`src/rtl/riscv_decode_pkg.sv`:
```
// riscv_decode_pkg: RV32I opcodes, immediate selection and the ID->EX bundle
package riscv_decode_pkg;
  localparam int XLEN_D       = 32;
  localparam int RADDR_W_D    = 5;
  localparam int CSR_ADDR_W_D = 12;
  localparam logic [6:0] OPC_LUI    = 7'b0110111;
  localparam logic [6:0] OPC_AUIPC  = 7'b0010111;
  localparam logic [6:0] OPC_JAL    = 7'b1101111;
  localparam logic [6:0] OPC_JALR   = 7'b1100111;
  localparam logic [6:0] OPC_BRANCH = 7'b1100011;
  localparam logic [6:0] OPC_LOAD   = 7'b0000011;
  localparam logic [6:0] OPC_STORE  = 7'b0100011;
  localparam logic [6:0] OPC_IMM    = 7'b0010011;
  localparam logic [6:0] OPC_OP     = 7'b0110011;
  localparam logic [6:0] OPC_FENCE  = 7'b0001111;
  localparam logic [6:0] OPC_SYSTEM = 7'b1110011;
  localparam logic [2:0] F3_PRIV    = 3'd0;
  localparam logic [2:0] F3_CSR_BAD = 3'd4;
  typedef enum logic [2:0] {IMM_NONE, IMM_I, IMM_S, IMM_B, IMM_U, IMM_J} imm_sel_e;
  typedef struct packed {
    logic [XLEN_D-1:0]       op1;
    logic [XLEN_D-1:0]       op2;
    logic [XLEN_D-1:0]       offset;
    logic [31:0]             inst;
    logic [XLEN_D-1:0]       inst_addr;
    logic [XLEN_D-1:0]       reg1_rdata;
    logic [XLEN_D-1:0]       reg2_rdata;
    logic                    reg_wen;
    logic [RADDR_W_D-1:0]    reg_waddr;
    logic                    csr_wen;
    logic [CSR_ADDR_W_D-1:0] csr_waddr;
    logic [XLEN_D-1:0]       csr_rdata;
    logic                    illegal;
  } id_ex_t;
  function automatic imm_sel_e imm_sel(input logic [6:0] opc);
    return (opc == OPC_LOAD || opc == OPC_IMM || opc == OPC_JALR) ? IMM_I :
           (opc == OPC_STORE)                                   ? IMM_S :
           (opc == OPC_BRANCH)                                  ? IMM_B :
           (opc == OPC_LUI || opc == OPC_AUIPC)                 ? IMM_U :
           (opc == OPC_JAL)                                     ? IMM_J : IMM_NONE;
  endfunction
  function automatic logic [XLEN_D-1:0] gen_imm(input logic [31:0] i, input imm_sel_e s);
    return s == IMM_I ? {{20{i[31]}}, i[31:20]} :
           s == IMM_S ? {{20{i[31]}}, i[31:25], i[11:7]} :
           s == IMM_B ? {{19{i[31]}}, i[31], i[7], i[30:25], i[11:8], 1'b0} :
           s == IMM_U ? {i[31:12], 12'b0} :
           s == IMM_J ? {{11{i[31]}}, i[31], i[19:12], i[20], i[30:21], 1'b0} : '0;
  endfunction
endpackage

```
`src/rtl/id_skid_fifo.sv`:
```
// id_skid_fifo: DEPTH-entry instruction buffer with push/pop/flush and registered ready
// Ports: clk_i, rst_i (async, high), flush_i empties; push_i/data_i write, pop_i/data_o read head;
//        empty_o when no entries; ready_o = !full, registered, 0 during reset.
module id_skid_fifo #(
  parameter int DEPTH = 2,
  parameter int W     = 64
) (
  input  logic         clk_i,
  input  logic         rst_i,
  input  logic         flush_i,
  input  logic         push_i,
  input  logic [W-1:0] data_i,
  input  logic         pop_i,
  output logic [W-1:0] data_o,
  output logic         empty_o,
  output logic         ready_o
);
  localparam int AW = $clog2(DEPTH);
  logic [W-1:0]  mem [DEPTH];
  logic [AW-1:0] wr, rd;
  logic [AW:0]   cnt, cnt_nx;
  assign empty_o = cnt == '0;
  assign data_o  = mem[rd];
  assign cnt_nx  = flush_i ? '0 : cnt + (AW+1)'(push_i) - (AW+1)'(pop_i);
  always_ff @(posedge clk_i or posedge rst_i)
    if (rst_i) begin
      wr      <= '0;
      rd      <= '0;
      cnt     <= '0;
      ready_o <= 1'b0;
    end else begin
      wr      <= flush_i ? '0 : wr + AW'(push_i);
      rd      <= flush_i ? '0 : rd + AW'(pop_i);
      cnt     <= cnt_nx;
      ready_o <= cnt_nx != (AW+1)'(DEPTH);
    end
  always_ff @(posedge clk_i)
    if (push_i) mem[wr] <= data_i;
endmodule

```
`src/rtl/id_stage_pipe.sv`:
```
// id_stage_pipe: pipelined RV32I decode stage (fetch FIFO -> decode/regfile read -> EX register)
// Ports: fetch in_valid_i/in_ready_o/inst_i/inst_addr_i, flush_i, GPR read reg{1,2}_raddr_o/_rdata_i,
//        CSR read csr_raddr_o/csr_rdata_i, EX out_valid_o/out_ready_i plus the registered bundle.
// Option: define ID_CSR_EN to decode Zicsr; otherwise CSR outputs are 0 and SYSTEM func3!=0 is illegal.
import riscv_decode_pkg::*;
module id_stage_pipe #(
  parameter int XLEN       = XLEN_D,
  parameter int RADDR_W    = RADDR_W_D,
  parameter int CSR_ADDR_W = CSR_ADDR_W_D,
  parameter int BUF_DEPTH  = 2
) (
  input  logic                  clk_i,
  input  logic                  rst_i,
  input  logic                  in_valid_i,
  output logic                  in_ready_o,
  input  logic [31:0]           inst_i,
  input  logic [XLEN-1:0]       inst_addr_i,
  input  logic                  flush_i,
  output logic [RADDR_W-1:0]    reg1_raddr_o,
  output logic [RADDR_W-1:0]    reg2_raddr_o,
  input  logic [XLEN-1:0]       reg1_rdata_i,
  input  logic [XLEN-1:0]       reg2_rdata_i,
  output logic [CSR_ADDR_W-1:0] csr_raddr_o,
  input  logic [XLEN-1:0]       csr_rdata_i,
  output logic                  out_valid_o,
  input  logic                  out_ready_i,
  output logic [XLEN-1:0]       op1_o,
  output logic [XLEN-1:0]       op2_o,
  output logic [XLEN-1:0]       offset_o,
  output logic [31:0]           inst_o,
  output logic [XLEN-1:0]       inst_addr_o,
  output logic [XLEN-1:0]       reg1_rdata_o,
  output logic [XLEN-1:0]       reg2_rdata_o,
  output logic                  reg_wen_o,
  output logic [RADDR_W-1:0]    reg_waddr_o,
  output logic                  csr_wen_o,
  output logic [CSR_ADDR_W-1:0] csr_waddr_o,
  output logic [XLEN-1:0]       csr_rdata_o,
  output logic                  illegal_o
);
  logic [32+XLEN-1:0] head;
  logic [31:0]        hi;
  logic [XLEN-1:0]    hpc, imm, op1, op2, off;
  logic [6:0]         opc;
  logic [2:0]         f3;
  logic [4:0]         rd, rs1, rs2;
  logic               empty, push, load, stall, legal, use1, use2, wen, csr_op;
  id_ex_t             q, nxt;
  id_skid_fifo #(.DEPTH(BUF_DEPTH), .W(32+XLEN)) u_fifo (
    .clk_i   (clk_i),
    .rst_i   (rst_i),
    .flush_i (flush_i),
    .push_i  (push),
    .data_i  ({inst_i, inst_addr_i}),
    .pop_i   (load),
    .data_o  (head),
    .empty_o (empty),
    .ready_o (in_ready_o)
  );
  assign hi  = head[32+XLEN-1:XLEN];
  assign hpc = head[XLEN-1:0];
  assign opc = hi[6:0];
  assign f3  = hi[14:12];
  assign rd  = hi[11:7];
  assign rs1 = hi[19:15];
  assign rs2 = hi[24:20];
  assign imm = gen_imm(hi, imm_sel(opc));
  assign push = in_valid_i && in_ready_o && !flush_i;
  // Load-use: EX holds a load whose rd the head needs, so the head waits one slot.
  assign stall = out_valid_o && q.reg_wen && q.inst[6:0] == OPC_LOAD &&
                 ((use1 && rs1 == q.reg_waddr) || (use2 && rs2 == q.reg_waddr));
  assign load  = !empty && (!out_valid_o || out_ready_i) && !stall && !flush_i;
  assign reg1_raddr_o = (!empty && use1) ? rs1 : '0;
  assign reg2_raddr_o = (!empty && use2) ? rs2 : '0;
  always_comb begin
    legal  = 1'b0;
    use1   = 1'b0;
    use2   = 1'b0;
    wen    = 1'b0;
    csr_op = 1'b0;
    op1    = '0;
    op2    = '0;
    off    = '0;
    case (opc)
      OPC_LUI:    begin legal = 1'b1; wen = 1'b1; op1 = imm; end
      OPC_AUIPC:  begin legal = 1'b1; wen = 1'b1; op1 = hpc; op2 = imm; end
      OPC_JAL:    begin legal = 1'b1; wen = 1'b1; op2 = hpc; off = imm; end
      OPC_JALR:   begin legal = f3 == 3'd0; use1 = 1'b1; wen = 1'b1; op1 = reg1_rdata_i; op2 = hpc; off = imm; end
      OPC_BRANCH: begin legal = f3 != 3'd2 && f3 != 3'd3; use1 = 1'b1; use2 = 1'b1; off = imm; end
      OPC_LOAD:   begin legal = f3 inside {3'd0, 3'd1, 3'd2, 3'd4, 3'd5}; use1 = 1'b1; wen = 1'b1; op1 = reg1_rdata_i; op2 = imm; end
      OPC_STORE:  begin legal = f3 <= 3'd2; use1 = 1'b1; use2 = 1'b1; op1 = reg1_rdata_i; op2 = imm; end
      OPC_IMM:    begin legal = 1'b1; use1 = 1'b1; wen = 1'b1; op1 = reg1_rdata_i; op2 = imm; end
      OPC_OP:     begin legal = 1'b1; use1 = 1'b1; use2 = 1'b1; wen = 1'b1; op1 = reg1_rdata_i; op2 = reg2_rdata_i; end
      OPC_FENCE:  legal = f3 == 3'd0 || f3 == 3'd1;
      OPC_SYSTEM: begin
        legal = f3 == F3_PRIV;
`ifdef ID_CSR_EN
        if (f3 != F3_PRIV && f3 != F3_CSR_BAD) begin
          legal  = 1'b1;
          csr_op = 1'b1;
          wen    = 1'b1;
          use1   = !f3[2];
          // f3[2] selects the zimm form: the rs1 field is the 5-bit immediate itself.
          op1    = f3[2] ? {{(XLEN-5){1'b0}}, rs1} : reg1_rdata_i;
        end
`endif
      end
      default: ;
    endcase
    if (!legal) begin
      use1   = 1'b0;
      use2   = 1'b0;
      wen    = 1'b0;
      csr_op = 1'b0;
      op1    = '0;
      op2    = '0;
      off    = '0;
    end
    wen = wen && rd != 5'd0;
  end
  always_comb begin
    nxt            = '0;
    nxt.op1        = op1;
    nxt.op2        = op2;
    nxt.offset     = off;
    nxt.inst       = hi;
    nxt.inst_addr  = hpc;
    nxt.reg1_rdata = use1 ? reg1_rdata_i : '0;
    nxt.reg2_rdata = use2 ? reg2_rdata_i : '0;
    nxt.reg_wen    = wen;
    nxt.reg_waddr  = wen ? rd : '0;
    nxt.csr_wen    = csr_op;
    nxt.csr_waddr  = csr_op ? hi[31:20] : '0;
    nxt.illegal    = !legal;
`ifdef ID_CSR_EN
    nxt.csr_rdata  = csr_op ? csr_rdata_i : '0;
`endif
  end
`ifdef ID_CSR_EN
  assign csr_raddr_o = (!empty && csr_op) ? hi[31:20] : '0;
`else
  logic unused_csr_rdata;
  assign unused_csr_rdata = ^csr_rdata_i;
  assign csr_raddr_o = '0;
`endif
  always_ff @(posedge clk_i or posedge rst_i)
    if (rst_i) begin
      q           <= '0;
      out_valid_o <= 1'b0;
    end else if (flush_i) out_valid_o <= 1'b0;
    else if (load) begin
      q           <= nxt;
      out_valid_o <= 1'b1;
    end else if (out_ready_i) out_valid_o <= 1'b0;
  assign op1_o        = q.op1;
  assign op2_o        = q.op2;
  assign offset_o     = q.offset;
  assign inst_o       = q.inst;
  assign inst_addr_o  = q.inst_addr;
  assign reg1_rdata_o = q.reg1_rdata;
  assign reg2_rdata_o = q.reg2_rdata;
  assign reg_wen_o    = q.reg_wen;
  assign reg_waddr_o  = q.reg_waddr;
  assign csr_wen_o    = q.csr_wen;
  assign csr_waddr_o  = q.csr_waddr;
  assign csr_rdata_o  = q.csr_rdata;
  assign illegal_o    = q.illegal;
endmodule

```
`config.mk`:
```
export PLATFORM = sky130hd
export DESIGN_NAME = id_stage_pipe
export DESIGN_NICKNAME = d
export VERILOG_FILES = /design/src/rtl/riscv_decode_pkg.sv /design/src/rtl/id_skid_fifo.sv /design/src/rtl/id_stage_pipe.sv
export SDC_FILE = /design/constraint.sdc
export NUM_CORES = 1
export LEC_CHECK = 0
export CAP_MARGIN = 20
export CORE_UTILIZATION = 44
export CTS_BUF_LIST = sky130_fd_sc_hd__clkbuf_16
export CTS_CLUSTER_DIAMETER = 50
export CTS_CLUSTER_SIZE = 25
export DETAILED_ROUTE_END_ITERATION = 6
export GPL_TIMING_DRIVEN = 0
export PLACE_DENSITY = 0.76
export SLEW_MARGIN = 20
export SYNTH_ARGS = -nofsm -noshare
export SYNTH_HDL_FRONTEND = slang
export SYNTH_SLANG_ARGS = --single-unit
```
`constraint.sdc`:
```
create_clock -name clk_i -period 7.65 [get_ports clk_i]
set_input_delay 1.53 -clock clk_i [delete_from_list [all_inputs] [get_ports clk_i]]
set_output_delay 1.53 -clock clk_i [all_outputs]
set_load 0.03 [all_outputs]
```
==> metrics.yaml <==
status: "finished clean"
track_usage_pct: 30.5
ctsHtreeMaxLevel: 2
dp_hpwl_um: 44400
ys.flop_type: "dfrtp_1"
io_pins: 465
dr.first_iter.drc_count: 1128
grt-ovfl-total: 0
required_ns: 6.12
ir_drop_mv: 0.158
hp-class: "reg2reg"
seq_area_um2: 9770
synth_cells: 1234
wl_per_cell_um: 26.5
synth-simple-area-share_pct: 6.88
synthXorXnorAreaFrac_pct: 0.638
synth_top_area_cell: "dfrtp_1"
path_clk_slew_ns: 0.07
cts_inserted_buffers: 36
synth.avg_cell_area_um2: 13.3
ctsResizeCount: 0
finalMaxSlewViolations: 0
area_growth_pct: 36.4
start_util_pct: 44.9
grt_pass1_vias: 12680
place_congestion: 0.895
die_area_um2: 38200
synthMuxAreaShare_pct: 15.0
p_comb_share_pct: 35.9
synthArstFlopShare_pct: 64.9
grt_pass1_wl_um: 84800
netSwitchingPower_mw: 2.45
worst_setup_path_end_kind: "primary output"
hold_viol: 0
fin_util_pct: 61.2
vias: 12495
switching_share_pct: 37.1
portBuffers: 375
nets: 1881
die_w_um: 195
firstDrtPassIters: 6
core-area_um2: 36700
synth_seq_cells: 365
fill_cells: 2862
min_period_over_period_pct: 81.6
startpoint: "u_fifo.rd"
grt_max_degree: 47
crit_type: "reg2out"
rows: 70
clk_path_buf_depth: 3
viasPerCell: 5.65
maxSlewHeadroom_pct: 23.6
seqPwrFrac_pct: 36.9
cp-start-kind: "flop"
die_y_um: 195
synth_top_family_by_area: "multiplexers"
pwr-share-clk_pct: 27.3
drc: 0
power_density_nw_per_um2: 294
synth_edf_count: 128
max_freq_mhz: 160
final_layout_size_suffix_gt1_share_pct: 17.4
crit_arrival_ns: 4.71
synth-compound-area-share_pct: 11.3
hold_buffers: 0
netlist_area_um2: 16500
cp_max_fo: 10
synth_top_area_share_pct: 36.0
grt_setup_unrepaired: "false"
internal_power_mw: 4.15
antenna_found_initial: 8
synth_cell_types: 63
maxCapViolCount: 0
reg2reg_from: "u_fifo.rd"
total_leakage_power_nw: 9.40
fin_crit_ns: 6.24
hold_start: "op2_o[24]"
cts_tree: "done"
yosysWarnings: 0
drt-total-wl_um: 58600
worst_pin_slew_ns: 1.11
post-cts-setup-buffers: 0
multi_input_area_um2: 5860
yosysSeqAreaShare_pct: 59.4
antenna_left: 0
clockRootBuffer: "clkbuf_16"
cts.sinks: 365
setup-tns-final_ns: 0
synth.area.top_cells: "dfrtp_1, edfxtp_1, mux2_4"
clk_latency_ns: 0.55
synthAdderAreaFrac_pct: 0.304
setup_viol: 0
fin_skew_ns: 0.0236
sequential cells by signal (all words and copies together) (netlist names):
signal          cells
out_valid_o         1
inst_addr_o        32
reg1_rdata_o       32
inst_o             32
u_fifo.mem        128
u_fifo.rd           1
reg_wen_o           1
reg_waddr_o         5
reg2_rdata_o       32
u_fifo.ready_o      1
u_fifo.cnt          2
op2_o              32
offset_o           32
illegal_o           1
op1_o              32
u_fifo.wr           1
synthesized netlist by cell type (all sizes together), types with 3 or more instances:
master	count
dfrtp	237
edfxtp	128
mux2	127
buf	93
and3	76
mux2i	71
inv	56
o2bb2ai	50
clkbuf	48
nand2	42
o21ai	40
a22o	35
nor2	35
a21oi	26
o221ai	22
a22oi	18
nor3	14
a221oi	13
nand3	9
xnor2	9
a222oi	7
nand2b	7
o22ai	5
a31oi	4
and2	4
ha	4
nor4	4
or2	4
nor2b	3
nor3b	3
o211ai	3
o21a	3
xor2	3
cells in the final DEF (no fill, tap or decap), drive strengths merged, types with 4 or more instances in the layout:
cell	n
o2bb2ai	50
nor2	35
or2	4
xnor2	9
conb	57
nand3	9
and3	76
nor3	14
o22ai	5
o21ai	40
clkdlybuf4s50	375
a221oi	13
buf	102
clkinv	10
a22o	35
and2	4
diode	5
inv	69
clkbuf	85
clkinvlp	5
dfrtp	237
edfxtp	128
nand2b	7
a21oi	26
nand2	42
a31oi	4
a222oi	7
mux2i	71
ha	4
nor4	4
mux2	127
a22oi	18
o221ai	22
power groups by stage:
stage          Sequential, mW  Clock [mW]  Combinational [mW]
5_1_grt                  2.46        1.89                2.47
4_1_cts                  2.43        1.82                2.36
6_report                 2.43        1.80                2.37
3_5_place_dp             2.46           0                2.35
2_1_floorplan            2.82           0               0.998
3_3_place_gp             2.47           0                2.30
through the flow:
stage	hold slack (ns)	power [mW]	worst slack, ns	cell area, um^2	instances
final	0.492	6.60	1.41	22500	2213
after global routing	0.510	6.81	1.19	22500	2211
after CTS	0.493	6.61	1.41	22400	2208
after detailed placement	0.473	4.81	2.00	21200	2142
after global placement	0.472	4.76	1.09	21000	2133
after floorplan	0.541	3.82	3.01	16700	1290
final cells by class:
class | count | share of cell area, %
Clock buffer | 37 | 4.12
Buffer | 141 | 3.86
Inverter | 56 | 0.953
Antenna cell | 5 | 0.0557
Multi-Input combinational cell | 728 | 26.1
Sequential cell | 365 | 43.5
Clock inverter | 29 | 1.21
Tap cell | 468 | 2.61
Timing Repair Buffer | 384 | 17.6
logic make-up (layout without fill, tap and decap cells):
| group | after synthesis | after routing |
|---|---|---|
| compound gates | 245 | 245 |
| xor+xnor | 12 | 12 |
| fa+ha+maj | 4 | 4 |
| buf+inv | 197 | 647 |
| flops | 365 | 365 |
| mux | 198 | 198 |
| other cells | 1 | 62 |
| simple gates | 212 | 212 |
metal layers:
metal  routed length [um]  part of all wire [%]  up-vias  GRT usage, %
li1                     -                     -     5447             -
met1                23200                    40     6274          38.3
met2                28300                    48      647          51.1
met3                 5260                   9.0      123          8.15
met4                 1840                   3.1        4          9.77
met5                   27                 0.046        -             0
critical path: stages, from the launching register on:
cell             delay (ns)
dfrtp_1                0.33
buf_4                  0.17
buf_6                  0.19
buf_4                  0.26
buf_2                  0.30
a32oi_1                0.18
a221oi_1               0.32
a211oi_1               0.14
o211ai_1               0.22
buf_2                  0.29
clkbuf_1               0.51
nand2_1                0.32
nor3_1                 0.22
clkdlybuf4s50_1        0.72
worst paths after layout:
kind,cells past startpoint,slack (ns),endpoint
max,13,1.41,reg1_raddr_o[2]
min,1,0.49,op2_o[24]
max reg2reg,16,3.23,u_fifo.ready_o
min reg2reg,1,0.49,op2_o[24]
max in group asynchronous,6,4.92,reg_waddr_o[3]
min in group asynchronous,2,1.43,reg1_rdata_o[12]
Note: power is estimated with default switching activity, not from simulation.
